===== src/rtl/serial_mag_comp.sv =====
// Bit-serial magnitude comparator: consumes (a,b) bit pairs MSB first and
// reports a>b / a==b / a<b with a one-cycle done pulse after WIDTH bits.
module serial_mag_comp #(
  parameter int WIDTH = 8
) (
  input  logic clk,
  input  logic rst_n,
  input  logic start,
  input  logic bit_valid,
  input  logic a_bit,
  input  logic b_bit,
  output logic busy,
  output logic done,
  output logic a_gt_b,
  output logic a_eq_b,
  output logic a_lt_b
);

  localparam int CW = (WIDTH > 1) ? $clog2(WIDTH) : 1;
  localparam logic [CW-1:0] LAST = CW'(WIDTH - 1);

  typedef enum logic [1:0] {
    IDLE  = 2'd0,
    SHIFT = 2'd1,
    DONE  = 2'd2
  } state_e;

  state_e        state_q, state_d;
  logic [CW-1:0] cnt_q, cnt_d;
  logic          gt_q, gt_d;
  logic          eq_q, eq_d;
  logic          lt_q, lt_d;
  logic          busy_q, busy_d;
  logic          done_q, done_d;

  always_comb begin
    state_d = state_q;
    cnt_d   = cnt_q;
    gt_d    = gt_q;
    eq_d    = eq_q;
    lt_d    = lt_q;
    unique case (state_q)
      IDLE, DONE: begin
        if (start) begin
          state_d = SHIFT;
          cnt_d   = '0;
          gt_d    = 1'b0;
          eq_d    = 1'b1;
          lt_d    = 1'b0;
        end else begin
          state_d = IDLE;
        end
      end
      SHIFT: begin
        if (bit_valid) begin
          // First differing bit decides; later bits cannot override it.
          if (eq_q && (a_bit != b_bit)) begin
            gt_d = a_bit;
            lt_d = b_bit;
            eq_d = 1'b0;
          end
          if (cnt_q == LAST) begin
            state_d = DONE;
          end else begin
            cnt_d = cnt_q + 1'b1;
          end
        end
      end
      default: state_d = IDLE;
    endcase
    // Status outputs are registered, so they are derived from the next state.
    busy_d = (state_d == SHIFT);
    done_d = (state_d == DONE);
  end

  always_ff @(posedge clk or negedge rst_n) begin
    if (!rst_n) begin
      state_q <= IDLE;
      cnt_q   <= '0;
      gt_q    <= 1'b0;
      eq_q    <= 1'b1;
      lt_q    <= 1'b0;
      busy_q  <= 1'b0;
      done_q  <= 1'b0;
    end else begin
      state_q <= state_d;
      cnt_q   <= cnt_d;
      gt_q    <= gt_d;
      eq_q    <= eq_d;
      lt_q    <= lt_d;
      busy_q  <= busy_d;
      done_q  <= done_d;
    end
  end

  assign busy   = busy_q;
  assign done   = done_q;
  assign a_gt_b = gt_q;
  assign a_eq_b = eq_q;
  assign a_lt_b = lt_q;

endmodule

===== config.mk =====
export PLATFORM = sky130hd
export DESIGN_NAME = serial_mag_comp
export DESIGN_NICKNAME = d
export VERILOG_FILES = /design/src/rtl/serial_mag_comp.sv
export SDC_FILE = /design/constraint.sdc
export NUM_CORES = 1
export LEC_CHECK = 0
export ABC_AREA = 1
export CORE_AREA = 2 2 39 41
export CTS_BUF_LIST = sky130_fd_sc_hd__clkbuf_4 sky130_fd_sc_hd__clkbuf_8
export DETAILED_ROUTE_END_ITERATION = 16
export DIE_AREA = 0 0 41 43
export GPL_ROUTABILITY_DRIVEN = 1
export HOLD_SLACK_MARGIN = 0.02
export MAX_ROUTING_LAYER = met4
export PLACE_DENSITY = 0.61
export RECOVER_POWER = 25
export SKIP_CTS_REPAIR_TIMING = 1
export SYNTH_ARGS = -nofsm -noshare
export SYNTH_HDL_FRONTEND = slang
export SYNTH_SLANG_ARGS = --single-unit

===== constraint.sdc =====
create_clock -name clk -period 1.1 [get_ports clk]
set_input_delay 0.22 -clock clk [delete_from_list [all_inputs] [get_ports clk]]
set_output_delay 0.22 -clock clk [all_outputs]
set_load 0.005 [all_outputs]

=== Word level (Yosys, flattened, before mapping) ===
Cells that the tools add are included.

* Reductions and logical operators: 6
* Mux-type cells: 19
* Equal/unequal tests: 10
* Add/sub/neg operators: 1

{| class="wikitable"
|+ Operator list
! cell !! count
|-
| 1-bit 2-to-1 mux || 9
|-
| 3-bit 2-to-1 mux || 3
|-
| 2-bit inequality test (second input constant) || 4
|-
| 4-bit AND reduction || 2
|-
| 1-bit case mux with 2 select lines || 3
|-
| 3-bit case mux with 2 select lines || 1
|-
| 2-bit by 1-bit equality test with 1-bit output (second input constant) || 2
|-
| 2-bit equality test (second input constant) || 2
|-
| 2-bit 2-to-1 mux || 2
|-
| 2-bit case mux with 2 select lines || 1
|-
| 3-bit by 1-bit adder with 3-bit output (second input constant) || 1
|-
| 3-bit equality test (second input constant) || 1
|-
| 2-bit zero test || 1
|-
| 2-bit nonzero test || 1
|-
| 2-bit OR reduction || 1
|-
| 1-bit logical AND || 1
|-
| 1-bit inequality test || 1
|}

* Bits in registers: 10
* Logic and storage cells: 43
* Input bits: 6

=== Logic depth before layout (Yosys ltp) ===
* Word-level depth: 5
* Gate-level depth with buffers: 7
* Depth with buffers taken out: 7

=== Least setup slack after synthesis ===
Ideal clock, no wire load.

* Path type: register -> register
* Start point: register cnt_q[0]
* End point: register cnt_q[0]
* Arrival time: 1.043 ns
* Path buffers: 0
* Clock period less this slack: 1.162 ns
* Setup slack: -0.062 ns
* Cell stages (with the launch flop): 7
* Required time: 0.981 ns
* Path through: dfrtp_1 -> ha_1 -> ha_1 -> nand2_1 -> nand2_2 -> nand2_1 -> o21ai_2

* Cells in the longest elaborated chain, start to end: 4
* Elaborated cells between the ends (all ways): 7
* Those cells by class: 1 x add/sub; 2 x eq/ne; 3 x mux; 1 x reduce/logical

{| class="wikitable"
|+ RTL lines
! what !! line !! text
|-
| from (decl) || 29 || <nowiki>logic [CW-1:0] cnt_q, cnt_d;</nowiki>
|-
| from (signal assigned) || 87 || <nowiki>cnt_q <= cnt_d;</nowiki>
|-
| 3-bit by 1-bit adder with 3-bit output || 65 || <nowiki>cnt_d = cnt_q + 1'b1;</nowiki>
|-
| 3-bit 2-to-1 mux || 62 || <nowiki>if (cnt_q == LAST) begin</nowiki>
|-
| 3-bit 2-to-1 mux || 55 || <nowiki>if (bit_valid) begin</nowiki>
|-
| 3-bit case mux with 2 select lines || 42 || <nowiki>unique case (state_q)</nowiki>
|}

Several ways; a longest one is shown, not always the timed one. The select of a mux whose other input is x is not followed.
A chain may end at the register's enable or synchronous reset.

=== Worst setup path after layout ===
* Start point: register cnt_q[0]
* End point: register cnt_q[1]

Same word-level chain as after synthesis.

==> flow_summary.toml <==
[clock_network]
path_clk_slew_ns = 0.07
clk_latency_ns = 0.26
ctsHtreeMaxLevel = 1
cts-root-buf = "clkbuf_4"
clockBufferDepth = 2
cts_tree = "done"
numCtsBuffers = 3
cts.sinks = 10

[finish]
multi_input_area_sq_um = 237.7
drive_gt1_share_pct = 41.56
final_net_count = 86
final_common_cell = "nand2_1"
fill_cells = 130
fin_area_sq_um = 738.2
diodes = 0
layout_common_cells = "nand2_1, dfrtp_1, buf_4"
regArea_sq_um = 251.5
area_growth_pct = 59.89

[power_and_ir_drop]
cellLeakagePower_nw = 0.4100
powerDensity_mw_per_mm2 = 2206
ir_worst_vdd_v = 0.0008320

[global_route]
track_usage_pct = 13.75
grt_max_degree = 11
grt_pass1_vias = 401
grt_pass1_wl_um = 1511
gr-total-overflow = 0
antenna_found_initial = 0

[die]
ioPinCount = 11
start_util_pct = 33.36
dieWidth_um = 41
coreArea_sq_mm = 0.001384
die_h_um = 43
dieArea_sq_mm = 0.001763
floorplan.rows = 14

[timing]
fin_crit_ns = 1.148
slew_headroom_pct = 63.22
slew_violations = 0
setup_tns_ns = -0.09686
fin_skew_ns = 0.01148
rsz0062_at_grt = "true"
setup_slack_ns = -0.04836
timing.fmax_ghz = 0.8708
worst_pin_slew_ns = 0.5518
finalSetupViolCount = 4
period_share_pct = 104.4
finalHoldViolCount = 0

[critical_path]
cp_common_cell = "nand2_4"
critPathMaxFanout = 5
critical_path.endpoint_type = "register"
r2r_end = "cnt_q[1]"
max_stage_delay_ns = 0.39
critPathTopFamily = "flip-flops"
r2r_slack_ns = -0.05
crit_type = "register to register"
crit_arrival_ns = 1.30
r2r_cells = 6
critPathBufInv = 0
crit_slowest_cell = "dfrtp_1"
cp.required_ns = 1.25
reg2reg_from = "cnt_q[0]"
startpoint_type = "register"
path_cells = "ha_2 -> ha_4 -> nand2_4 -> nand2_4 -> nand2_1 -> o21ai_1"

[route]
postRouteAntennaNets = 0
first_pass_iters = 5
route.detailed.drc = 0
post_drt_wl_per_cell_um = 11.09
dr_total_vias = 427
drt-total-wl_um = 1031
viasPerCell = 4.591
drtIter0Drc = 8

[placement]
place_congestion = 0.7333
dp_hpwl_um = 702.3
dpl_cell_area_sq_um = 646.9
port_buffers = 10

[synth]
ys_seq_area_share_pct = 54.47
syn_inst = 53
netlist-cell-type-count = 12
syn-num-nets = 61
netlist_area_sq_um = 461.7
yosysWarnings = 0
ys_ff_latch = 10
avgSynthCellArea_sq_um = 8.711

[run_status]
status = "finished with violations"
failed_checks = "negative setup slack"

[run]
maxCapViolations = 0

[worst_hold_path]
hp-class = "input pin to asynchronous set/reset pin"
==> synth_stat cells <==
cell     instances  area, sq um
dfrtp_1          9        225.2
o21ai_1          2        10.01
nor2_4           1        11.26
o21ai_2          1        8.760
ha_1             2        25.02
nor2_1           4        15.01
inv_1            3        11.26
nand3_1          5        25.02
inv_2            2        7.510
dfstp_2          1        26.28
nand2_1         19        71.32
nand2_2          4        25.02
==> sequential cells by signal (all words and copies together) (netlist names) <==
name	flops
a_gt_b	1
done	1
busy	1
a_lt_b	1
a_eq_b	1
state_q	2
cnt_q	3
==> worst register-to-register path, delay by kind of cell, from the launching register on <==
family                     cells  cell delay (ns)
AOI/OAI and AO/OA              1             0.07
DFF                            1             0.39
adders and majority gates      2             0.36
and+or+nand+nor                3             0.20
==> kinds of logic (layout without fill, tap and decap cells) <==
family          after synthesis  after routing  synth area share [%]
fa+ha+maj                     2              2                 5.419
simple gates                 33             33                 31.98
flops                        10             10                 54.47
buf+inv                       5             29                 4.065
compound gates                3              3                 4.065
==> worst max path at each step <==
stage | from | to | slack (ns) | cells past startpoint
after CTS | a_eq_b | a_eq_b | -0.41 | 1
after floorplan | cnt_q[0] | cnt_q[0] | 0.001 | 6
after global routing | cnt_q[0] | cnt_q[1] | -0.11 | 6
after global placement | a_bit | a_gt_b | -0.18 | 8
final | cnt_q[0] | cnt_q[1] | -0.05 | 6
after detailed placement | a_bit | a_gt_b | -0.17 | 8
==> metal layers <==
layer | share of wire, % | up-vias | global-route usage (%) | wire [um]
met5 | 0 | - | - | 0
met4 | 2.0 | 0 | 10.00 | 21
met3 | 6.5 | 4 | 3.141 | 67
met2 | 53 | 16 | 21.56 | 545
met1 | 39 | 193 | 14.05 | 397
li1 | - | 214 | - | -
==> power by group <==
group / switching [mW] / internal, mW / total [mW]
combinational: 0.377 / 0.382 / 0.759
clock: 0.122 / 0.164 / 0.287
sequential: 0.0770 / 0.506 / 0.583
==> area by class of cell <==
cell class	instances	area share [%]
multi-input cells	38	32.20
well taps	16	2.712
repair buffers	20	24.41
flip-flops and latches	10	34.07
inverters	5	2.542
clock buffers	4	4.068
==> through the flow <==
step	hold slack (ns)	setup slack (ns)	utilization, %	cells	total power, mW
3_3_place_gp	0.4560	-0.1769	46.75	87	1.209
3_5_place_dp	0.4609	-0.1744	46.75	87	1.232
6_report	0.4454	-0.04836	53.35	93	1.629
4_1_cts	0.2414	-0.4051	48.92	91	1.528
2_1_floorplan	-0.07559	0.001456	-	53	0.9240
5_1_grt	0.5091	-0.1091	53.35	93	1.789
Note: power is estimated with default switching activity, not from simulation.
==> RTL change 1: new RTL, same settings <==
Register the output `done` once more, with the module's reset; this adds one clock of latency there. The other outputs are not delayed to match. Comments in the files are not updated.
--- a/src/rtl/serial_mag_comp.sv
+++ b/src/rtl/serial_mag_comp.sv
@@ -94,7 +94,13 @@
   end
 
   assign busy   = busy_q;
-  assign done   = done_q;
+  always_ff @(posedge clk or negedge rst_n) begin
+    if (!rst_n) begin
+      done <= '0;
+    end else begin
+      done <= done_q;
+    end
+  end
   assign a_gt_b = gt_q;
   assign a_eq_b = eq_q;
   assign a_lt_b = lt_q;
Function: changed (Yosys sat finds a counterexample within 10 cycles, from zero or initial values and one cycle with rst_n low).
==> RTL change 1 against the original RTL <==
The flow still finishes with violations (setup timing). Synthesized cell count unchanged. Synthesized area up 4.3%. Sequential power up 11%. Worst setup slack worse by 96 ps. Cell area up 7.5%. Wire length down 5.4%. Sequential cell count up 1. Via count down 4.9%. Final cell count unchanged. Power up 9.8%. Critical path type unchanged. Largest power group unchanged. Highest routed layer unchanged.
==> RTL change 1: results (changes against the original RTL) <==
[outcome]
run_status = finished, violations left
violations = setup timing

[detailed_routing]
drt_pass1_iterations = 2  ; -3
vias_per_cell = 4.37  ; -4.9%
met3_length_microns = 41  ; -39%
wl_per_cell_microns = 10.5  ; -5.4%
via_count = 406  ; -4.9%
m1WireLength_microns = 427  ; +7.6%
dr.first_iter.drc_count = 1  ; -7

[power_and_ir_drop]
power_mw = 1.79  ; +9.8%
leakage_nw = 0.443  ; +8.0%
pwr-share-comb = 0.468  ; +0.002
clkPwrFrac = 0.170  ; -0.006
intPower_mw = 1.16  ; +10%
ir_drop_mv = 1.03  ; +23%

[place]
place_ws_ps = -173  ; +1.57 ps
dpl.hpwl_microns = 739  ; +5.3%

[sta]
setup_slack_ps = -144  ; -96.0 ps
slew_headroom = 0.811  ; +0.179
setup-violations-final = 4  ; unchanged
fin_skew_ps = 3.30  ; -8.18 ps

[clock_tree]
clkLatencyLatePin_ps = 260  ; about the same

[setup_path]
worstPathMaxFanout = 6  ; +1
critical_path_arrival_ps = 1400  ; +100 ps
crit_path_start = cnt_q[1]$_DFFE_PN0P_

[global_route]
grtUsageMet3 = 0.0628  ; +0.0314
grt_max_degree = 8  ; -3
grt_use_total = 0.143  ; +0.00551
grt_use_met1 = 0.178  ; +0.0380
grtUsageMet2 = 0.188  ; -0.0281
grt_pass1_vias = 356  ; -11%

[logic_synthesis]
synth_adder_area_share = 0.0519  ; -0.00225
synth_compound_area_frac = 0.0390  ; -0.00169
synthTopCellsByCount = nand2_1, dfrtp_1, nand3_1, nor2_1, inv_1
synth-seq-area-share = 0.574  ; +0.0293
syn_area_per_cell_sq_um = 9.09  ; +4.3%

[layout]
drive_above_1_share = 0.442  ; +0.0260

-- RTL change 1: layout make-up --
cell class                      count  area, sq um
Clock buffer                        4         30.0
Fill cell                         130          591
Inverter                            5         18.8
Multi-Input combinational cell     37          250
Sequential cell                    11          278
Tap cell                           16         20.0
Timing Repair Buffer               20          196
-- RTL change 1: kinds of logic after synthesis --
family | Yosys count
adder cells (fa/ha/maj) | 2
flip-flops | 11
buffers and inverters | 5
AO/OA/AOI/OAI | 3
AND/OR/NAND/NOR | 32
-- RTL change 1: worst min-delay path by stage --
stage                                start                    to  slack [ps]  cells after the start
after floorplan                      rst_n    a_gt_b$_DFFE_PN0P_         -80                      0
after global placement    done_q$_DFF_PN0_        done$_DFF_PN0_         330                      0
after detailed placement  done_q$_DFF_PN0_        done$_DFF_PN0_         340                      0
after CTS                            rst_n  state_q[0]$_DFF_PN0_         190                      1
after global routing                 rst_n  cnt_q[0]$_DFFE_PN0P_         270                      1
final                                rst_n  cnt_q[0]$_DFFE_PN0P_         260                      1
==> RTL change 2: new RTL, config.mk and constraints unchanged <==
Without the edit above. Set the parameter `WIDTH` to 16 (it was 8).
--- a/src/rtl/serial_mag_comp.sv
+++ b/src/rtl/serial_mag_comp.sv
@@ -1,7 +1,7 @@
 // Bit-serial magnitude comparator: consumes (a,b) bit pairs MSB first and
 // reports a>b / a==b / a<b with a one-cycle done pulse after WIDTH bits.
 module serial_mag_comp #(
-  parameter int WIDTH = 8
+  parameter int WIDTH = 16
 ) (
   input  logic clk,
   input  logic rst_n,
Check against the original RTL: not equivalent (Yosys sat finds a counterexample within 10 cycles, from zero or initial values and one cycle with rst_n low).
==> RTL change 2 against the original RTL <==
The run still ends with setup timing left. Clock skew shrank 8.0 ps. Wire length grew 7.1%. Final cell count grew 13%. Cell area grew 15%. Power grew 23%. Combinational power grew 36%. Sequential cell count grew 1. First-iteration DRC count shrank 13%. Worst setup slack gained 14 ps. Synthesized area grew 23%. Critical path type is now reg -> out.
==> RTL change 2: results (changes against the original RTL) <==
[logic_synthesis]
syn_nets = 70  ; +15%
synth-seq-area-share = 0.488  ; -0.0569
synth_cell_types = 18  ; +6

[detailed_routing]
met3_length_microns = 46  ; -31%
dr.first_iter.drc_count = 7  ; -1

[outcome]
run_status = finished, violations left
violations = setup timing

[layout]
inverters = 7  ; +2
buf_share = 0.234  ; -0.0102
seq_cell_count = 11  ; +1
drive_above_1_share = 0.438  ; +0.0226
multi_input_area_share = 0.349  ; +0.0265
final_cell_area_sq_um = 851  ; +15%

[setup_path]
r2r_cells = 7  ; +1
cpMaxStageDelayCell = dfstp_2
critical_path_arrival_ps = 910  ; -390 ps
cpPeakStageDelay_ps = 540  ; +150 ps
worstPathMaxFanout = 2  ; -3

[power_and_ir_drop]
leakage_nw = 0.462  ; +13%

[place]
gp_congestion = 0.786  ; +7.2%
place_ws_ps = -190  ; -15.4 ps
place_area_sq_um = 762  ; +18%
dpl.hpwl_microns = 800  ; +14%

[sta]
setup-violations-final = 7  ; +3
fin_skew_ps = 3.46  ; -8.01 ps
setup_tns_ps = -141  ; -43.8 ps
whs_ps = 218  ; -228 ps
setup_slack_ps = -34.7  ; +13.6 ps

[global_route]
grt_use_met1 = 0.197  ; +0.0569

RTL change 2: cell types whose count changed after synthesis, moves of 2 or more:
cell,delta
inv_1,+3
o21ai_2,+3
nand2_1,-3
nand3_1,+2
nand2_4,+2
RTL change 2: worst max path at each step:
stage / slack (ps) / from / to
5_1_grt: -70 / cnt_q[0]$_DFFE_PN0P_ / cnt_q[2]$_DFFE_PN0P_
2_1_floorplan: 2 / cnt_q[1]$_DFFE_PN0P_ / cnt_q[2]$_DFFE_PN0P_
3_5_place_dp: -190 / a_bit / a_gt_b$_DFFE_PN0P_
4_1_cts: -410 / a_eq_b$_DFFE_PN1P_ / a_eq_b
3_3_place_gp: -170 / bit_valid / cnt_q[0]$_DFFE_PN0P_
6_report: -30 / a_eq_b$_DFFE_PN1P_ / a_eq_b
RTL change 2: power breakdown:
group          internal (mW)  total [mW]  switching (mW)
Combinational          0.517        1.03           0.510
Sequential             0.566       0.672           0.105
Clock                  0.165       0.308           0.142
Total                   1.25        2.01           0.758
